[src/rtl/matrix_result_serializer.sv]
// matrix_result_serializer
// Captures a full MATRIX_SIZE x MATRIX_SIZE result on operation_complete and
// streams it out row-major, one element per valid/ready transfer.
// Ports:
//   clock_signal, reset_signal        : clock, synchronous active-low reset
//   operation_complete                : capture strobe from the adder
//   matrix_result_input[r][c]         : result matrix from the adder
//   capture_ready                     : high in IDLE, next strobe is captured
//   element_valid/ready               : output beat handshake
//   element_data/row/col/last         : beat payload, last on [N-1][N-1]
//   stream_done                       : one-cycle pulse after the last transfer
//   overrun_error                     : sticky, strobe seen while busy
module matrix_result_serializer #(
  parameter int unsigned MATRIX_SIZE = 4,
  parameter int unsigned DATA_WIDTH  = 8,
  localparam int unsigned IDX_WIDTH  = (MATRIX_SIZE > 1) ? $clog2(MATRIX_SIZE) : 1
) (
  input  logic                  clock_signal,
  input  logic                  reset_signal,
  input  logic                  operation_complete,
  input  logic [DATA_WIDTH-1:0] matrix_result_input [MATRIX_SIZE][MATRIX_SIZE],
  output logic                  capture_ready,
  output logic                  element_valid,
  input  logic                  element_ready,
  output logic [DATA_WIDTH-1:0] element_data,
  output logic [IDX_WIDTH-1:0]  element_row,
  output logic [IDX_WIDTH-1:0]  element_col,
  output logic                  element_last,
  output logic                  stream_done,
  output logic                  overrun_error
);

  localparam logic [IDX_WIDTH-1:0] LAST_IDX = IDX_WIDTH'(MATRIX_SIZE - 1);

  typedef enum logic [1:0] {
    IDLE   = 2'd0,
    STREAM = 2'd1,
    DONE   = 2'd2
  } state_e;

  state_e                state_q, state_d;
  logic [DATA_WIDTH-1:0] buf_q [MATRIX_SIZE][MATRIX_SIZE];
  logic [DATA_WIDTH-1:0] buf_d [MATRIX_SIZE][MATRIX_SIZE];
  logic                  capture_ready_q, capture_ready_d;
  logic                  element_valid_q, element_valid_d;
  logic [DATA_WIDTH-1:0] element_data_q, element_data_d;
  logic [IDX_WIDTH-1:0]  element_row_q, element_row_d;
  logic [IDX_WIDTH-1:0]  element_col_q, element_col_d;
  logic                  element_last_q, element_last_d;
  logic                  stream_done_q, stream_done_d;
  logic                  overrun_error_q, overrun_error_d;
  logic [IDX_WIDTH-1:0]  nxt_row, nxt_col;

  // Row-major successor of the current beat index
  always_comb begin
    nxt_row = element_row_q;
    nxt_col = element_col_q + IDX_WIDTH'(1);
    if (element_col_q == LAST_IDX) begin
      nxt_col = '0;
      nxt_row = element_row_q + IDX_WIDTH'(1);
    end
  end

  // Next-state and registered-output logic
  always_comb begin
    state_d         = state_q;
    buf_d           = buf_q;
    capture_ready_d = capture_ready_q;
    element_valid_d = element_valid_q;
    element_data_d  = element_data_q;
    element_row_d   = element_row_q;
    element_col_d   = element_col_q;
    element_last_d  = element_last_q;
    stream_done_d   = 1'b0;
    overrun_error_d = overrun_error_q | (operation_complete && (state_q != IDLE));

    case (state_q)
      IDLE: begin
        capture_ready_d = 1'b1;
        if (operation_complete) begin
          // Buffer and first beat load on the same edge, so the first beat
          // is taken straight from the input rather than from buf_q.
          buf_d           = matrix_result_input;
          element_data_d  = matrix_result_input[0][0];
          element_row_d   = '0;
          element_col_d   = '0;
          element_last_d  = (LAST_IDX == '0);
          element_valid_d = 1'b1;
          capture_ready_d = 1'b0;
          state_d         = STREAM;
        end
      end
      STREAM: begin
        if (element_valid_q && element_ready) begin
          if (element_last_q) begin
            element_valid_d = 1'b0;
            element_last_d  = 1'b0;
            stream_done_d   = 1'b1;
            state_d         = DONE;
          end else begin
            element_row_d  = nxt_row;
            element_col_d  = nxt_col;
            element_data_d = buf_q[nxt_row][nxt_col];
            element_last_d = (nxt_row == LAST_IDX) && (nxt_col == LAST_IDX);
          end
        end
      end
      DONE: begin
        capture_ready_d = 1'b1;
        state_d         = IDLE;
      end
      default: begin
        capture_ready_d = 1'b1;
        element_valid_d = 1'b0;
        element_last_d  = 1'b0;
        state_d         = IDLE;
      end
    endcase
  end

  // State and output registers
  always_ff @(posedge clock_signal) begin
    if (!reset_signal) begin
      state_q         <= IDLE;
      buf_q           <= '{default: '0};
      capture_ready_q <= 1'b1;
      element_valid_q <= 1'b0;
      element_data_q  <= '0;
      element_row_q   <= '0;
      element_col_q   <= '0;
      element_last_q  <= 1'b0;
      stream_done_q   <= 1'b0;
      overrun_error_q <= 1'b0;
    end else begin
      state_q         <= state_d;
      buf_q           <= buf_d;
      capture_ready_q <= capture_ready_d;
      element_valid_q <= element_valid_d;
      element_data_q  <= element_data_d;
      element_row_q   <= element_row_d;
      element_col_q   <= element_col_d;
      element_last_q  <= element_last_d;
      stream_done_q   <= stream_done_d;
      overrun_error_q <= overrun_error_d;
    end
  end

  assign capture_ready = capture_ready_q;
  assign element_valid = element_valid_q;
  assign element_data  = element_data_q;
  assign element_row   = element_row_q;
  assign element_col   = element_col_q;
  assign element_last  = element_last_q;
  assign stream_done   = stream_done_q;
  assign overrun_error = overrun_error_q;

endmodule

[config.mk]
export PLATFORM = sky130hd
export DESIGN_NAME = matrix_result_serializer
export DESIGN_NICKNAME = d
export VERILOG_FILES = /design/src/rtl/matrix_result_serializer.sv
export SDC_FILE = /design/constraint.sdc
export NUM_CORES = 1
export LEC_CHECK = 0
export CORE_MARGIN = 3
export CORE_UTILIZATION = 30
export CTS_BUF_LIST = sky130_fd_sc_hd__clkbuf_2 sky130_fd_sc_hd__clkbuf_4 sky130_fd_sc_hd__clkbuf_8
export DETAILED_ROUTE_END_ITERATION = 10
export GPL_TIMING_DRIVEN = 1
export PLACE_DENSITY = 0.58
export SYNTH_ARGS = -nofsm -noshare
export SYNTH_HDL_FRONTEND = slang
export SYNTH_SLANG_ARGS = --single-unit
[constraint.sdc]
create_clock -name clock_signal -period 2.1 [get_ports clock_signal]
set_input_delay 0.42 -clock clock_signal [delete_from_list [all_inputs] [get_ports clock_signal]]
set_output_delay 0.42 -clock clock_signal [all_outputs]
set_load 0.01 [all_outputs]
==> results.txt <==
----------------------------------------------------
[Place]
  Cell Area, Placed ... about 0.0095 mm²
  Routability congestion estimate ... roughly 0.90
  Placement Setup Slack ... -0.0909 ns
  Port bufs ... between 100 and 150
  Half-perimeter wire length after detailed placement ... 18700 µm

[Clocking]
  TritonCTS clock tree ... built
  Number of hold buffers added after CTS ... 0
  H-tree levels ... 4
  Master cell of the clock root buffer ... clkbuf_8
  Number of buffers inserted during clock tree synthesis ... 17
  Clock insertion delay at the later pin of the skew report ... between 0.4 and 0.5 ns
  Clock sinks ... 147
  Maximum buffer depth of the clock tree ... 2
  Clock transition at path regs ... about 0.090 ns

[Global routing]
  Overall fraction of global-route tracks in use ... between 10% and 20%
  Maximum number of pins on one net before global-route repair ... 70
  Wire length of the first global-routing pass ... between 30000 and 40000 µm
  Global route total overflow ... 0
  Initial antenna violation count ... 0
  Via count of the first global-routing pass ... 6668

[Route]
  Count of nets left with antenna violations after detail routing ... 0
  DRT Wirelength ... roughly 25000 µm
  Residual DRC ... 0
  Ratio of routed vias to standard cells ... around 5
  Number of optimization iterations in the first detailed-route pass ... 5
  Via count ... between 6000 and 7000
  Drt initial violations ... approximately 500
  Routed len/inst ... between 15 and 20 µm

[Timing]
  Final Skew ... around 0.014 ns
  Max-slew headroom ... around two thirds
  Count of final max-slew check failures ... 0
  Number of hold violations in the final report ... 0
  Setup violations, final ... 0
  Highest achievable clock rate ... 0.483 GHz
  Worst path setup slack after routing ... 0.0276 ns
  Slew of the pin with the lowest slew margin ... ~0.52 ns
  Unrepaired setup endpoints after global routing ... true
  Fin crit share ... 98.7%
  Setup total negative slack ... 0 ns
  Final period demand of the worst path ... approximately 2.1 ns

[Die]
  Die Area ... ~0.026 mm²
  Die Y ... approximately 160 µm
  Total I/O pin count ... about 150
  Row Count ... 56
  Effective utilization at floorplan ... between 30% and 40%
  Floorplan Core Area ... around 0.024 mm²
  Die outline width ... 161 µm

[Synth]
  Primary FF master, synth ... dfxtp_1
  Post-synth net total ... between 1000 and 1500
  Synth cell count leaders ... 273 x nand2_1, 147 x dfxtp_1, 128 x a21boi_0, 49 x clkbuf_1, 25 x a221oi_1
  FF+latch count, synth ... around 150
  Average cell area after synthesis ... between 8 and 9 µm²
  Cell types with the largest area share after synthesis ... dfxtp_1 41%, nand2_1 14%, a21boi_0 13%
  Post-synthesis cell type count ... 67
  Number of enable flip-flop cells after synthesis ... 0
  Cell area after technology mapping ... ~0.0072 mm²
  Synth warnings ... 0
  Sequential-to-total area share from yosys stat ... about two fifths
  Yosys top cell area share ... between 40% and 50%
  Most used standard cell by instance count after synthesis ... nand2_1
  Number of cells produced by synthesis ... a little under 900
  Cell type with the largest total area after synthesis ... dfxtp_1
  Share of synthesized flip-flops with an asynchronous set or reset ... 0%

[Cells and area]
  Number of nets in the final layout ... roughly 1200
  Layout-stage area growth over the synthesis result ... 40.4%
  Number of antenna diodes ... 0
  Share of cells above drive strength 1 ... between 10% and 20%
  Final design instance area without fill ... about 0.010 mm²

[Setup path]
  Critical path required time ... 2.43 ns
  CP endpoint kind ... flop
  Count of cells along the worst register-to-register path ... 8
  CP startpoint kind ... flop
  Critical-path maximum fanout ... 9
  Critical path class ... flop to flop
  CP arrival ... around 2.4 ns

[Min path]
  Number of cells traversed by the worst hold path ... 2
  Worst hold-check path type ... input pin to flop

[Pwr]
  Maximum ir drop on the vdd rail ... ~0.31 mV
  Leakage Power ... ~3.7 nW
  Power per Cell Area ... approximately 650 mW/mm²

[Run]
  Total of max-cap violations ... 0

[Run status]
  Outcome ... completed

----------------------------------------------------
## power by group
group | internal, W | switching (W)
logic | 0.000537 | 0.000465
registers | 0.00296 | 0.000148
clock network | 0.00141 | 0.00107
## timing repair
| action | CTS | global route |
|---|---|---|
| buffers inserted | 0 | 2 |
| setup endpoints to repair | 9 | 7 |
| resized for setup | 14 | 28 |
| pin swaps | 6 | 8 |
| hold endpoints to repair | 0 | 0 |
## cell usage in the layout, fill, tap and decap left out, types with 6 or more instances in the layout
| master | netlist | layout |
|---|---|---|
| a21boi_0 | 128 | 128 |
| a21oi_1 | 9 | 9 |
| a221o_1 | 9 | 9 |
| a221oi_1 | 25 | 14 |
| a221oi_2 | 2 | 13 |
| a22oi_1 | 12 | 12 |
| buf_12 | 0 | 6 |
| buf_4 | 6 | 75 |
| clkbuf_8 | 0 | 19 |
| clkdlybuf4s50_1 | 0 | 146 |
| dfxtp_1 | 147 | 144 |
| mux2_2 | 18 | 18 |
| mux2i_1 | 14 | 14 |
| nand2_1 | 273 | 272 |
| nor2_1 | 11 | 10 |
| nor3_1 | 10 | 9 |
| o21ai_0 | 21 | 19 |
## per-layer routing
layer	track usage (%)	part of all wire (%)
met1	28.2	51
met2	28.4	43
met3	3.90	4.6
met4	4.22	1.3
met5	0	0
## final timing paths
path	start	to	slack (ns)
worst min-delay path	reset_signal	buf_q[124]	0.38
worst max-delay path	element_col[0]	element_data[1]	0.03
worst min register to register	buf_q[23]	buf_q[23]	0.46
worst max register to register	element_col[0]	element_data[1]	0.03
## through the flow
step / util [%] / total power (W) / cells / hold WS (ns)
2_1_floorplan: - / 0.00359 / 868 / 0.440
3_3_place_gp: 40.2 / 0.00417 / 1345 / 0.450
3_5_place_dp: 40.2 / 0.00417 / 1345 / 0.455
4_1_cts: 42.4 / 0.00666 / 1377 / 0.364
5_1_grt: 43.0 / 0.00692 / 1379 / 0.372
6_report: 43.0 / 0.00660 / 1379 / 0.377
## cells by family after synthesis
kind of cell	share of synthesized area, %
compound gates	27.9
xor+xnor	0.468
fa+ha+maj	0.347
buf+inv	4.93
flops	40.8
mux	5.69
simple gates	19.9
## cell type report
cell class,instances,area (µm²)
sequential,147,2950
clock buffer,23,292
inverter,7,26.3
multi-input combinational,642,4110
clock inverter,9,153
timing repair buffer,232,2200
fill,2440,13400
tap,319,399
## critical path: stages (launching register included)
cell and delay [ns]:
dfxtp_4 0.37, ha_4 0.15, buf_6 0.14, buf_4 0.15, mux2_2 0.34, a221oi_2 0.23, o221a_2 0.27, nor4_1 0.06
a211o_1 0.24
## flip-flops by register name (all words and copies together) (netlist names)
register       count
state_q            2
overrun_error      1
element_row        2
element_data       8
element_valid      1
buf_q            128
stream_done        1
element_last       1
capture_ready      1
element_col        2
No activity file was read; power rests on OpenSTA's default activity.
==> edit 1: new RTL, same settings <==
`DATA_WIDTH`: 8 -> 6.
--- a/src/rtl/matrix_result_serializer.sv
+++ b/src/rtl/matrix_result_serializer.sv
@@ -12,7 +12,7 @@
 //   overrun_error                     : sticky, strobe seen while busy
 module matrix_result_serializer #(
   parameter int unsigned MATRIX_SIZE = 4,
-  parameter int unsigned DATA_WIDTH  = 8,
+  parameter int unsigned DATA_WIDTH  = 6,
   localparam int unsigned IDX_WIDTH  = (MATRIX_SIZE > 1) ? $clog2(MATRIX_SIZE) : 1
 ) (
   input  logic                  clock_signal,
Interface: changed (resized element_data and matrix_result_input); port bits go from 149 to 115. The function was not compared with the original's and may differ.
==> edit 1 against the original RTL <==
- cell count decreased by 23%
- routed wire length down 28%
- highest routed layer unchanged
- non-clock buffer count is 60 lower
- synthesized area is 27% lower
- sequential cell count is 34 lower
- power decreased by 23%
- largest cell class unchanged
- critical path type is now flip-flop to output pin
- design area shrank 26%
- worst setup slack improved by 0.045 ns
- global-route usage shrank 1.0 points
==> edit 1: results (changes against the original RTL) <==
[logic_synthesis]
synthAdderAreaFrac_pct=0.472  ; +0.13 points
synth_nets=795  ; -21%
synth_area_leaders=dfxtp_1 (43%), nand2_1 (16%), a21oi_1 (12%), mux2i_1 (3.6%), nand2b_1 (1.9%)
synth.area.mux_share_pct=5.08  ; -0.61 points

[detailed_routing]
wl_met3_mm=1.08  ; -3.9%
met2RoutedLength_mm=8.33  ; -21%
drt-initial-drc-count=469  ; -6.6%
wl_per_cell_um=16.5  ; -6.9%

[global_route]
grt_util_met1_pct=24.7  ; -3.5 points
grt_pass1_vias=4968  ; -25%

[finish]
signal_buffers=172  ; -26%
multi_input_area_share_pct=37.7  ; -2.8 points
clock_buffers=19  ; -17%
clk_share_pct=5.21  ; +0.82 points

[power_and_ir_drop]
seq-power_mw=2.37  ; -24%
switchingPower_mw=1.39  ; -18%
p_leak_nw=2.71  ; -28%
comb_power_share_pct=14.2  ; -1.0 points

[worst_setup_path]
cp_top_family=buffers and inverters
crit_fanout=19  ; +10

[place]
dp_hpwl_mm=12.9  ; -31%
io_buffers=114  ; -23%
dp.cells=1029  ; -23%
pre_cts_slack_ns=-0.0970  ; -0.00608 ns

[timing]
clock_skew_ns=0.0156  ; +0.00135 ns

[outcome]
status=finished clean

==> edit 1: cell count changes after synthesis, sizes merged, moves of 6 or more <==
cell | unedited run | this run
a21boi | 128 | 0
a21oi | 9 | 124
a221o | 9 | 2
a221oi | 27 | 8
a22oi | 12 | 6
clkbuf | 50 | 25
dfxtp | 147 | 113
mux2 | 18 | 3
nand2 | 273 | 222
nand2b | 3 | 16
nor2 | 12 | 24
==> edit 1: path summary, 6_finish.rpt <==
kind / startpoint / to / slack (ns) / cells past startpoint
setup / recovery: element_row[1] / element_row[1] / 0.07 / 2
hold / removal: buf_q[15] / buf_q[15] / 0.45 / 2
setup reg to reg: element_col[1] / element_data[0] / 0.09 / 9
hold reg to reg: buf_q[15] / buf_q[15] / 0.45 / 2
==> edit 1: worst reg2reg max path: cells and delay by family (launching register included) <==
kind / cells / cell delay, ns
AOI/OAI and AO/OA: 4 / 0.65
buffers and inverters: 3 / 0.49
DFF: 1 / 0.36
adders and majority gates: 1 / 0.22
and+or+nand+nor: 1 / 0.18
==> edit 2: new RTL, same settings <==
Made on the original files. Re-encode `state_e` (3 states) as one-hot, 3 bits wide.
--- a/src/rtl/matrix_result_serializer.sv
+++ b/src/rtl/matrix_result_serializer.sv
@@ -32,10 +32,10 @@
 
   localparam logic [IDX_WIDTH-1:0] LAST_IDX = IDX_WIDTH'(MATRIX_SIZE - 1);
 
-  typedef enum logic [1:0] {
-    IDLE   = 2'd0,
-    STREAM = 2'd1,
-    DONE   = 2'd2
+  typedef enum logic [2:0] {
+    IDLE   = 3'b001,
+    STREAM = 3'b010,
+    DONE   = 3'b100
   } state_e;
 
   state_e                state_q, state_d;
Formal check against the unedited RTL: same outputs for any inputs over 10 cycles, from zero or initial values and one cycle with reset_signal low; not proved beyond that.
==> edit 2 against the original RTL <==
- sequential share of layout area grew 0.57 points
- critical path depth shrank 6
- design area shrank 1.2%
- synthesized area grew 0.59%
- worst setup slack gained 0.031 ns
- routed wire length shrank 2.5%
- sequential cell count grew 1
- power is essentially flat
- cell count shrank 1.0%
- largest power group unchanged
==> edit 2: results (changes against the original RTL) <==
[worst_setup_path]
max_stage_delay_ns=0.56  ; +0.19 ns
arrival_ns=1.62  ; -0.79 ns
r2r_setup_slack_ns=0.10  ; +0.07 ns
cpMaxStageDelayCell=clkdlybuf4s50_1
r2r-start=element_col[1]
crit_fanout=10  ; +1

[logic_synthesis]
synth-seq-area-share_pct=40.8  ; about the same
synth_area_leaders=dfxtp_1 (41%), nand2_1 (14%), a21boi_0 (14%), mux2i_1 (3.4%), a221oi_1 (2.2%)
ys_types=60  ; -10%
ys_top_cells_by_count=nand2_1 (271), dfxtp_1 (148), a21boi_0 (132), clkbuf_1 (36)
netlist.area_leader.share_pct=40.8  ; about the same

[detailed_routing]
vias=6806  ; -0.16%
viasPerCell=4.99  ; +0.86%
drt-initial-drc-count=620  ; +24%
drt-total-wl_mm=23.9  ; -2.5%

[timing]
clock_skew_ns=0.0174  ; +0.00316 ns
relSlewSlack_pct=67.6  ; +2.7 points

[global_route]
grt_pass1_vias=6380  ; -4.3%
grt_pass1_wl_mm=36.6  ; -5.1%

[outcome]
status=finished clean

[cts]
clk_latency_ns=0.47  ; +0.02 ns

[place]
dp_hpwl_mm=18.0  ; -4.2%
dp.cells=1329  ; -1.2%

[power_and_ir_drop]
p_leak_nw=3.54  ; -5.4%

[worst_hold_path]
min_to=capture_ready

[finish]
final_layout_size_suffix_gt1_share_pct=14.4  ; -2.3 points
nets=1167  ; -1.2%

## edit 2: cell families after synthesis
family	synth area share, %
mux	5.16
xor+xnor	0.241
compound gates	28.4
simple gates	19.0
fa+ha+maj	0.345
flops	40.8
buf+inv	6.02
## edit 2: worst max-delay path by stage
stage / from / end / slack [ns] / cells after the start
6_report: element_row[1] / element_row[1] / 0.06 / 2
5_1_grt: element_col[1] / element_data[2] / -0.002 / 9
4_1_cts: element_col[0] / element_data[0] / 0.02 / 8
3_5_place_dp: element_col[1] / element_data[4] / -0.03 / 8
3_3_place_gp: element_col[1] / element_data[5] / 0.01 / 8
2_1_floorplan: element_col[0] / element_data[6] / 0.03 / 9
## edit 2: through the flow
step	setup WS (ns)	power [mW]	cell area [sq um]	hold WS, ns
floorplan	0.0336	3.65	7260	0.439
global placement	0.0123	4.20	9380	0.447
detailed placement	-0.0279	4.21	9380	0.456
CTS	0.0191	6.65	9840	0.334
global route	-0.00192	6.89	10000	0.396
finish	0.0587	6.60	10000	0.355
## edit 2: worst register-to-register path: stages, from the launching register on
cell	delay, ns
dfxtp_4	0.37
ha_4	0.17
buf_6	0.14
buf_4	0.15
nor2_1	0.26
nand3_1	0.28
a21o_1	0.25
o221ai_1	0.19
a221oi_2	0.10
## edit 2: cell type report
type	count	area, sq um
Fill cell	2391	13600
Multi-Input combinational cell	642	4010
Sequential cell	148	2970
Timing Repair Buffer	221	2180
Tap cell	319	399
Clock buffer	19	262
Clock inverter	13	174
Inverter	3	11.3
## edit 2: per-layer routing
metal	track usage, %	wire length (um)
met5	0	0
met4	5.20	365
met1	26.0	11500
met3	4.41	1580
met2	26.9	10500
## edit 2: timing repair
action,in CTS,in global routing
endpoints found under the setup margin,7,9
hold endpoints to repair,0,0
pin swaps,0,6
hold buffers,0,0
setup buffers,0,3
cloned,0,1
gates resized for setup,7,30
## edit 2: power breakdown
part           total (mW)  internal (mW)  switching (mW)  leakage (nW)
sequential           3.13           2.99           0.146          1.22
combinational        1.01          0.543           0.466          2.11
clock                2.46           1.26            1.20         0.210
total                6.60           4.79            1.81          3.54
